## src/rtl/fft_result_unloader.sv

```systemverilog
// ============================================================================
// fft_result_unloader
// ----------------------------------------------------------------------------
// Reads the N_POINTS complex results out of the FFT result memory after the
// core finishes and streams them to downstream logic over valid/ready.
//
// The memory has a fixed read latency (RD_LATENCY cycles). Reads are
// credit-limited so that every issued read always has a slot in a small
// skid FIFO (depth RD_LATENCY+1). Downstream back-pressure therefore never
// drops a word. The FIFO is first-word-fall-through and also bypasses
// rd_data straight to the output when it is empty. That bypass lets the
// first word appear RD_LATENCY+1 cycles after start.
//
// Ports:
//   clk        system clock, rising edge
//   rst        asynchronous active-high reset
//   start      one-cycle pulse, begins an unload (only honoured in IDLE)
//   rd_en      memory read strobe
//   rd_addr    memory read address
//   rd_data    memory read data, valid RD_LATENCY cycles after rd_en
//   out_data   streamed word ({real, imag})
//   out_index  natural frequency-bin index of out_data
//   out_valid  out_data/out_index/out_last are valid
//   out_ready  downstream accepts when out_valid && out_ready
//   out_last   marks the word with out_index = N_POINTS-1
//   busy       unload in progress
//   done       one-cycle pulse after the last word is accepted
//
// Build option:
//   FFT_UNLOAD_BITREV_EN  when defined, rd_addr is the bit-reversed issue
//                         counter, for cores that leave results in
//                         bit-reversed order. out_index always stays in
//                         natural order.
// ============================================================================
module fft_result_unloader #(
   parameter int N_POINTS   = 32,
   parameter int ADDR_W     = 5,
   parameter int DATA_W     = 64,
   parameter int RD_LATENCY = 1
) (
   input  logic              clk,
   input  logic              rst,
   input  logic              start,
   output logic              rd_en,
   output logic [ADDR_W-1:0] rd_addr,
   input  logic [DATA_W-1:0] rd_data,
   output logic [DATA_W-1:0] out_data,
   output logic [ADDR_W-1:0] out_index,
   output logic              out_valid,
   input  logic              out_ready,
   output logic              out_last,
   output logic              busy,
   output logic              done
);

   // ------------------------------------------------------------------------
   // Local sizing
   // ------------------------------------------------------------------------
   localparam int DEPTH = RD_LATENCY + 1;
   localparam int PTR_W = $clog2(DEPTH);
   localparam int CNT_W = $clog2(DEPTH + 1);
   // Holds outstanding reads + FIFO count. The sum is at most
   // 2*RD_LATENCY+1 (9 for RD_LATENCY = 4).
   localparam int CRD_W = 4;

   localparam logic [1:0] ST_IDLE  = 2'd0;
   localparam logic [1:0] ST_READ  = 2'd1;
   localparam logic [1:0] ST_DRAIN = 2'd2;
   localparam logic [1:0] ST_DONE  = 2'd3;

   localparam logic [ADDR_W:0]   LAST_ISSUE = (ADDR_W+1)'(N_POINTS - 1);
   localparam logic [ADDR_W-1:0] LAST_INDEX = ADDR_W'(N_POINTS - 1);
   localparam logic [PTR_W-1:0]  PTR_MAX    = PTR_W'(DEPTH - 1);

   // ------------------------------------------------------------------------
   // State
   // ------------------------------------------------------------------------
   logic [1:0]               state_q, state_d;
   logic [ADDR_W:0]          issue_cnt_q, issue_cnt_d;

   // Read pipeline: {valid, index} travels alongside the memory latency.
   logic [RD_LATENCY-1:0]    pipe_vld_q, pipe_vld_d;
   logic [ADDR_W-1:0]        pipe_idx_q [RD_LATENCY];
   logic [ADDR_W-1:0]        pipe_idx_d [RD_LATENCY];

   // Skid FIFO
   logic [DATA_W-1:0]        fifo_data_q [DEPTH];
   logic [ADDR_W-1:0]        fifo_idx_q  [DEPTH];
   logic [PTR_W-1:0]         wr_ptr_q, wr_ptr_d;
   logic [PTR_W-1:0]         rd_ptr_q, rd_ptr_d;
   logic [CNT_W-1:0]         fifo_cnt_q, fifo_cnt_d;

   // ------------------------------------------------------------------------
   // Combinational helpers
   // ------------------------------------------------------------------------
   logic [CRD_W-1:0]         outstanding;
   logic                     credit_ok;
   logic                     issue;
   logic [ADDR_W-1:0]        issue_idx;
   logic [ADDR_W-1:0]        addr_map;

   logic                     fifo_empty;
   logic                     in_vld;
   logic [ADDR_W-1:0]        in_idx;
   logic [DATA_W-1:0]        head_data;
   logic [ADDR_W-1:0]        head_idx;
   logic                     head_vld;
   logic                     pop;
   logic                     push;
   logic                     fifo_pop;

   assign issue_idx = issue_cnt_q[ADDR_W-1:0];

`ifdef FFT_UNLOAD_BITREV_EN
   // Results sit in bit-reversed order, so the read address is the
   // mirrored issue counter. The stream index stays natural.
   for (genvar gi = 0; gi < ADDR_W; gi++) begin : g_bitrev
      assign addr_map[gi] = issue_idx[ADDR_W-1-gi];
   end
`else
   assign addr_map = issue_idx;
`endif

   // Count reads still in flight through the memory latency.
   always_comb begin
      outstanding = '0;
      for (int i = 0; i < RD_LATENCY; i++) begin
         outstanding = outstanding + {{(CRD_W-1){1'b0}}, pipe_vld_q[i]};
      end
   end

   // A read may issue only if a FIFO slot is guaranteed for its data.
   // The word on the output this cycle is still counted, even if it is
   // popped this cycle. This keeps the rule simple at the cost of one
   // cycle of slack.
   assign credit_ok = (outstanding + CRD_W'(fifo_cnt_q)) < CRD_W'(DEPTH);
   assign issue     = (state_q == ST_READ) && credit_ok;

   assign rd_en   = issue;
   assign rd_addr = issue ? addr_map : '0;

   // ------------------------------------------------------------------------
   // FIFO head / bypass
   // ------------------------------------------------------------------------
   assign in_vld     = pipe_vld_q[RD_LATENCY-1];
   assign in_idx     = pipe_idx_q[RD_LATENCY-1];
   assign fifo_empty = (fifo_cnt_q == '0);

   // When the FIFO is empty, the word emerging from memory is presented
   // directly. If it is not taken, it is pushed. The next cycle then shows
   // the same word from the FIFO, so the output stays stable while stalled.
   assign head_vld  = !fifo_empty || in_vld;
   assign head_data = fifo_empty ? rd_data : fifo_data_q[rd_ptr_q];
   assign head_idx  = fifo_empty ? in_idx  : fifo_idx_q[rd_ptr_q];

   assign out_valid = head_vld;
   assign out_data  = head_vld ? head_data : '0;
   assign out_index = head_vld ? head_idx  : '0;
   assign out_last  = head_vld && (head_idx == LAST_INDEX);

   assign pop      = head_vld && out_ready;
   assign push     = in_vld && !(fifo_empty && out_ready);
   assign fifo_pop = pop && !fifo_empty;

   assign busy = (state_q == ST_READ) || (state_q == ST_DRAIN);
   assign done = (state_q == ST_DONE);

   // ------------------------------------------------------------------------
   // FSM and issue counter
   // ------------------------------------------------------------------------
   always_comb begin
      state_d     = state_q;
      issue_cnt_d = issue_cnt_q;
      case (state_q)
         ST_IDLE: begin
            if (start) begin
               state_d     = ST_READ;
               issue_cnt_d = '0;
            end
         end
         ST_READ: begin
            if (issue) begin
               issue_cnt_d = issue_cnt_q + 1'b1;
               if (issue_cnt_q == LAST_ISSUE) begin
                  state_d = ST_DRAIN;
               end
            end
         end
         ST_DRAIN: begin
            if (pop && out_last) begin
               state_d = ST_DONE;
            end
         end
         default: begin
            state_d = ST_IDLE;
         end
      endcase
   end

   // ------------------------------------------------------------------------
   // Read pipeline next-state
   // ------------------------------------------------------------------------
   always_comb begin
      pipe_vld_d    = pipe_vld_q;
      pipe_idx_d    = pipe_idx_q;
      pipe_vld_d[0] = issue;
      pipe_idx_d[0] = issue_idx;
      for (int i = 1; i < RD_LATENCY; i++) begin
         pipe_vld_d[i] = pipe_vld_q[i-1];
         pipe_idx_d[i] = pipe_idx_q[i-1];
      end
   end

   // ------------------------------------------------------------------------
   // FIFO pointers and occupancy
   // ------------------------------------------------------------------------
   always_comb begin
      wr_ptr_d   = wr_ptr_q;
      rd_ptr_d   = rd_ptr_q;
      fifo_cnt_d = fifo_cnt_q;
      if (push) begin
         wr_ptr_d = (wr_ptr_q == PTR_MAX) ? '0 : wr_ptr_q + 1'b1;
      end
      if (fifo_pop) begin
         rd_ptr_d = (rd_ptr_q == PTR_MAX) ? '0 : rd_ptr_q + 1'b1;
      end
      // A push and a pop in the same cycle leave the occupancy unchanged.
      case ({push, fifo_pop})
         2'b10:   fifo_cnt_d = fifo_cnt_q + 1'b1;
         2'b01:   fifo_cnt_d = fifo_cnt_q - 1'b1;
         default: fifo_cnt_d = fifo_cnt_q;
      endcase
   end

   // ------------------------------------------------------------------------
   // Registers
   // ------------------------------------------------------------------------
   always_ff @(posedge clk or posedge rst) begin
      if (rst) begin
         state_q     <= ST_IDLE;
         issue_cnt_q <= '0;
         pipe_vld_q  <= '0;
         wr_ptr_q    <= '0;
         rd_ptr_q    <= '0;
         fifo_cnt_q  <= '0;
         for (int i = 0; i < RD_LATENCY; i++) begin
            pipe_idx_q[i] <= '0;
         end
      end else begin
         state_q     <= state_d;
         issue_cnt_q <= issue_cnt_d;
         pipe_vld_q  <= pipe_vld_d;
         wr_ptr_q    <= wr_ptr_d;
         rd_ptr_q    <= rd_ptr_d;
         fifo_cnt_q  <= fifo_cnt_d;
         for (int i = 0; i < RD_LATENCY; i++) begin
            pipe_idx_q[i] <= pipe_idx_d[i];
         end
      end
   end

   // FIFO storage needs no reset. Occupancy and pointers gate every read
   // of it.
   always_ff @(posedge clk) begin
      if (push) begin
         fifo_data_q[wr_ptr_q] <= rd_data;
         fifo_idx_q[wr_ptr_q]  <= in_idx;
      end
   end

endmodule

```

## config.mk

```make
export PLATFORM = sky130hd
export DESIGN_NAME = fft_result_unloader
export DESIGN_NICKNAME = d
export VERILOG_FILES = /design/src/rtl/fft_result_unloader.sv
export SDC_FILE = /design/constraint.sdc
export NUM_CORES = 1
export LEC_CHECK = 0
export CAP_MARGIN = 20
export CORE_MARGIN = 1.5
export CORE_UTILIZATION = 49
export DETAILED_ROUTE_END_ITERATION = 8
export PLACE_DENSITY = 0.78
export SYNTH_ARGS = -nofsm -noshare
export SYNTH_HDL_FRONTEND = slang
export SYNTH_SLANG_ARGS = --single-unit
```

## constraint.sdc

```tcl
create_clock -name clk -period 9.6 [get_ports clk]
set_input_delay 1.92 -clock clk [delete_from_list [all_inputs] [get_ports clk]]
set_output_delay 1.92 -clock clk [all_outputs]
set_load 0.005 [all_outputs]
```

**After elaboration in Yosys (flattened, before gate mapping)**

Memories as Yosys holds them, arrays and structs flattened.
Index checks and enable logic that the tools add are counted.

- Word-level logic and storage cells: 62
- RAM bits: 138
- Input bits: 68
- Register bits: 18
- Memories kept: 2
- Output and inout bits: 79

- Equality and inequality tests: 11
- Reductions and logical operators: 17
- Add/sub/neg operators: 6
- Order comparisons: 1
- Mux-type cells: 18

Memories:

| name | depth | width | rd ports | clocked after Yosys merged registers in | wr ports | line | text |
|---|---|---|---|---|---|---|---|
| fifo_data_q | 2 | 64 | 1 | 0 | 1 | 87 | `logic [DATA_W-1:0] fifo_data_q [DEPTH];` |
| fifo_idx_q | 2 | 5 | 1 | 0 | 1 | 88 | `logic [ADDR_W-1:0] fifo_idx_q [DEPTH];` |

Operators by type and width:

| cell | count |
|---|---|
| $mux 64 | 2 |
| $mux 5 | 3 |
| $mux 6 | 2 |
| $pmux 6 s2 | 1 |
| $mux 2 | 4 |
| $logic_and 1x1->1 | 7 |
| $add 6x1->6 const B | 1 |
| $eq 2x2->1 const B | 3 |
| $eq 6x5->1 const B | 1 |
| $pmux 2 s3 | 1 |
| $eq 5x5->1 const B | 1 |
| $eq 2x1->1 const B | 2 |
| $logic_not 2->1 | 2 |
| $mux 1 | 4 |
| $ne 2x1->1 const B | 2 |
| $ne 2x2->1 const B | 2 |
| $pmux 2 s2 | 1 |
| $reduce_and 4->1 | 1 |
| $reduce_bool 2->1 | 2 |
| $add 1x2->3 | 1 |
| $lt 3x2->1 const B | 1 |
| $reduce_and 3->1 | 1 |
| $add 1x1->1 const B | 2 |
| $add 2x1->2 const B | 1 |
| 3 further kinds | 5 |

**Depth between registers and ports, before layout**

- Depth in word-level cells: 7
- Mapped depth: 9
- Gate-level depth less buffers: 7

**Worst setup path after synthesis**

Ideal clock, no wire load.

- Path kind: in2reg
- Start: in out_ready
- End: mem fifo_data_q[0][0] (enable)
- Arrival: 4.976 ns
- Data required time: 9.103 ns
- Library setup time: 0.497 ns
- Path slack: 4.127 ns
- Buffers on the path: 0
- Stages: 3
- Cells stage by stage: nand2_1 > nand2_1 > nor2_1

- Cells in the longest elaborated chain, start to end: 5

RTL lines:

| item | line | text |
|---|---|---|
| from (decl) | 50 | `input logic out_ready,` |
| $logic_and 1x1->1 | 162 | `assign push = in_vld && !(fifo_empty && out_ready);` |
| $logic_not 1->1 | 162 |  |
| $logic_and 1x1->1 | 162 |  |
| $mux 1 | 265 | `if (push) begin` |
| $mux 1 (not written as such) | 266 | `fifo_data_q[wr_ptr_q] <= rd_data;` |
| to (decl) | 87 |  |

Every way passes these cells.

**Worst setup path after layout**

- Start: reg fifo_cnt_q[0]
- End: out out_last

- Cells in the longest elaborated chain, start to end: 4
- Elaborated cells on any way between the ends: 6
- Those cells by class: 1 x eq/ne; 1 x mux; 4 x reduce/logical

RTL lines:

| item | line | text |
|---|---|---|
| from (decl) | 91 | `logic [CNT_W-1:0] fifo_cnt_q, fifo_cnt_d;` |
| from (signal assigned) | 255 | `fifo_cnt_q <= fifo_cnt_d;` |
| $logic_not 2->1 (*) | 147 | `assign fifo_empty = (fifo_cnt_q == '0);` |
| $mux 5 or $logic_not 1->1 (tied branches) | 154, 152 |  |
| $eq 5x5->1 or $logic_or 1x1->1 (tied branches) | 159, 152 |  |
| $logic_and 1x1->1 (*) | 159 | `assign out_last = head_vld && (head_idx == LAST_INDEX);` |
| to (decl) | 51 | `output logic out_last,` |

Every way passes the cells marked *; elsewhere a longest branch is shown, timed or not.

==> results.md <==
* CTS tree: done
* Seq cells post-synth at roughly 160
* # DRC at 0
* Num CTS Buffers at 17
* Synth Area in Compound Gates at 7.031%
* Total grt overflow at 0
* Internal reg-to-reg setup slack at between 6 and 7 ns
* Routed Antenna Nets at 0
* Combinational share of power at around 40%
* Hold Path Cell Cnt at 0
* Ranking of synthesized cells by area: edfxtp_1, mux2i_1, dfrtp_1
* Library cells used by synthesis at 36
* # rows at 42
* Critical path peak fanout at 69
* RSZ-0062 raised after global routing: false
* Top cells by count, synth: edfxtp_1, o21ai_0, mux2i_1, nand3_1, dfrtp_1
* Sequential share of power at a little over a third
* DR pass1 iterations at 5
* Post-Synth Simple-Gate Area at between 8 and 9%
* Top-count cell post-synth: edfxtp_1
* Finished Cell Area at a little under 9000 um^2
* GRT Total Usage at 20.42%
* Yosys top cell by area: edfxtp_1
* Vias at about 4400
* Vias/cell at approximately 5.5
* Initial Util at around half
* CTS resizes at 0
* CTS hold repair buffers at 0
* Sw frac at 31.60%
* EDFF count, synth at 138
* Syn nets at roughly 560
* Setup TNS at 0 ns
* FF-to-FF path depth at 6
* H-tree levels at 4
* XOR/XNOR share of the synthesized area at less than 1%
* Critical path launch point type: flop
* Pins Over Slew Limit at 0
* WS Path Type: flop to output port
* Initial DRC Count at 386
* Post-synth ARST share at 11.54%
* Pleak at around 3.1 nW
* Die Width at between 100 and 150 um
* Tot Pwr at roughly 0.0027 W
* Root Driver: clkbuf_16
* Final setup violation count at 0
* Boundary Pins at about 150
* CORE AREA at 13300 um^2
* Tightest Pin Transition at 0.9184 ns
* Reg2Reg Capture Point: fifo_data_q[0][17]$_DFFE_PP_
* Clock Latency Late Sink at around 0.42 ns
* Initial antenna violation count at 0
* Int Pwr at ~0.0018 W
* Proportion of layout cells with a drive suffix above 1 at 7.267%
* CTS sink cnt at 156
* Min Hold Slack at between 0.4 and 0.5 ns
* Crit end category: output port
* Area of the multi-input gates at a little under 2000 um^2
* Ant diodes at 0
* Hold crit path type: flop to flop
* Chip height at 120.2 um
* P per Cell Area at about 300 nW/um^2
* Synth Instances at between 400 and 500
* Setup bufs post-CTS at 0
* VDD IR-drop max at 0.0001577 V
* Top_reg_cell synth: edfxtp_1
* Worst setup path start: fifo_cnt_q[0]$_DFFE_PP0P_
* Vias in the first global route at about 4400
* Post-DP HPWL at ~9000 um
* Max_cap viols at 0
* Minimum clock period at about 5.7 ns
* Final Skew at 0.004601 ns
* Max_slew headroom at between 30% and 40%
* Setup crit end: out_last
* Avg WL per Cell at 17.48 um
* Fin crit share at about 59%
* Placed cell areas at approximately 8300 um^2
* Final Hold Viols at 0
* Status: finished, final reports clean
* Largest net degree at the start of global routing at about 70
* Clk network pwr share at about a quarter
* Reg-to-Reg Start: fifo_cnt_q[0]$_DFFE_PP0P_
* Sequential share of the synthesized area at just under 70%
* Nets at 695
* Sw Pwr at roughly 0.00084 W
* Synthesis-to-layout area growth at 32.20%
* Cell Area, Synth at around 6700 um^2
* Max Fclk at around 180 MHz
* Synth top area share at between 60 and 70%
* Total Wirelength at 14150 um
* CP Data Arrival Time at 3.77 ns
* FF+latch area at 4599 um^2
* First-pass GRT wire length at 22610 um
* RD Place Congestion at ~0.90
* Required @ worst endpoint at about 7.7 ns
* Synth Warn # at 0
* Adder-cell share of the synthesized area at between 1 and 1.5%
* Worst-path clk slew at approximately 0.06 ns
* PortBufs at between 100 and 150
* Mux share of post-synthesis cell area at between 10% and 20%
* Syn avg cell area at around 14 um^2
* Main combinational cell family by area after synthesis: multiplexers
* FILL cells at ~1000
* Die area at 14440 um^2
* Clk buf depth at 2
## routing by layer
metal	track usage, %	vias up	share of wire (%)
li1	-	2121	-
met1	27.97	2160	44
met2	32.18	142	50
met3	4.325	18	4.7
met4	7.887	0	1.7
met5	0	-	0
## layout by cell type (no fill, tap or decap), drive strengths merged, types with 2 or more instances in the layout
cell,netlist,final
inv,7,7
nand2,7,7
and3,8,8
mux2,5,5
clkdlybuf4s50,0,146
o21ai,74,74
nor2b,4,4
clkinv,0,7
nand3,69,69
o31ai,2,2
dfrtp,18,18
ha,7,7
nor3,3,3
a22o,2,2
mux2i,69,69
xor2,2,2
clkbuf,16,18
bufinv,0,3
nor4,3,3
a221oi,2,2
buf,18,5
edfxtp,138,138
nor4b,2,2
nand4,2,2
nor2,12,12
xnor2,3,3
clkinvlp,0,4
o211ai,3,3
## cell families after synthesis
kind of cell,after synthesis
flip-flops,156
buffers and inverters,41
adder cells (fa/ha/maj),7
AND/OR/NAND/NOR,114
multiplexers,74
XOR/XNOR,5
AO/OA/AOI/OAI,87
## layout make-up
| class | instances | area share, % |
|---|---|---|
| multi-input cells | 287 | 22.11 |
| repair buffers | 151 | 16.86 |
| flip-flops and latches | 156 | 51.72 |
| clock inverters | 14 | 1.717 |
| inverters | 7 | 0.2955 |
| well taps | 176 | 2.476 |
| clock buffers | 18 | 4.826 |
## sequential cells by signal, indices dropped and copies added (netlist names)
register,flops
wr_ptr_q,1
fifo_data_q,128
fifo_cnt_q,2
fifo_idx_q,10
in_idx,5
rd_ptr_q,1
issue_cnt_q,6
in_vld,1
state_q,2
## critical path: stages, from the launching register on
cell and delay (ns):
dfrtp_1 0.51, nor2_8 0.68, buf_4 0.64, mux2i_1 0.22
or4_4 0.53, nor3_1 0.21, clkdlybuf4s50_1 0.53
## power groups by stage
stage / clock network [W] / registers, W / logic (W)
4_1_cts: 0.000665 / 0.000942 / 0.00107
6_report: 0.000653 / 0.000942 / 0.00106
3_3_place_gp: 0 / 0.000948 / 0.00104
3_5_place_dp: 0 / 0.000955 / 0.00106
5_1_grt: 0.000693 / 0.000955 / 0.00115
2_1_floorplan: 0 / 0.000915 / 0.000581
## how the worst min path moves through the flow
stage | slack, ns | endpoint | from
2_1_floorplan | 0.44 | in_idx[4]$_DFF_PP0_ | issue_cnt_q[4]$_DFFE_PP0P_
3_3_place_gp | 0.46 | fifo_idx_q[1][2]$_DFFE_PP_ | in_idx[2]$_DFF_PP0_
3_5_place_dp | 0.47 | fifo_idx_q[1][3]$_DFFE_PP_ | in_idx[3]$_DFF_PP0_
4_1_cts | 0.48 | fifo_idx_q[1][3]$_DFFE_PP_ | in_idx[3]$_DFF_PP0_
5_1_grt | 0.49 | fifo_idx_q[1][3]$_DFFE_PP_ | in_idx[3]$_DFF_PP0_
6_report | 0.47 | fifo_idx_q[1][3]$_DFFE_PP_ | in_idx[3]$_DFF_PP0_
## through the flow
step                setup slack (ns)  utilization, %  instances
floorplan                      4.127               -        484
global placement               4.412           62.51        777
detailed placement             4.328           62.51        777
CTS                            3.862           66.88        809
global route                   3.588           66.88        809
finish                         3.911           66.88        809
Power figures use the tool's default switching activity.
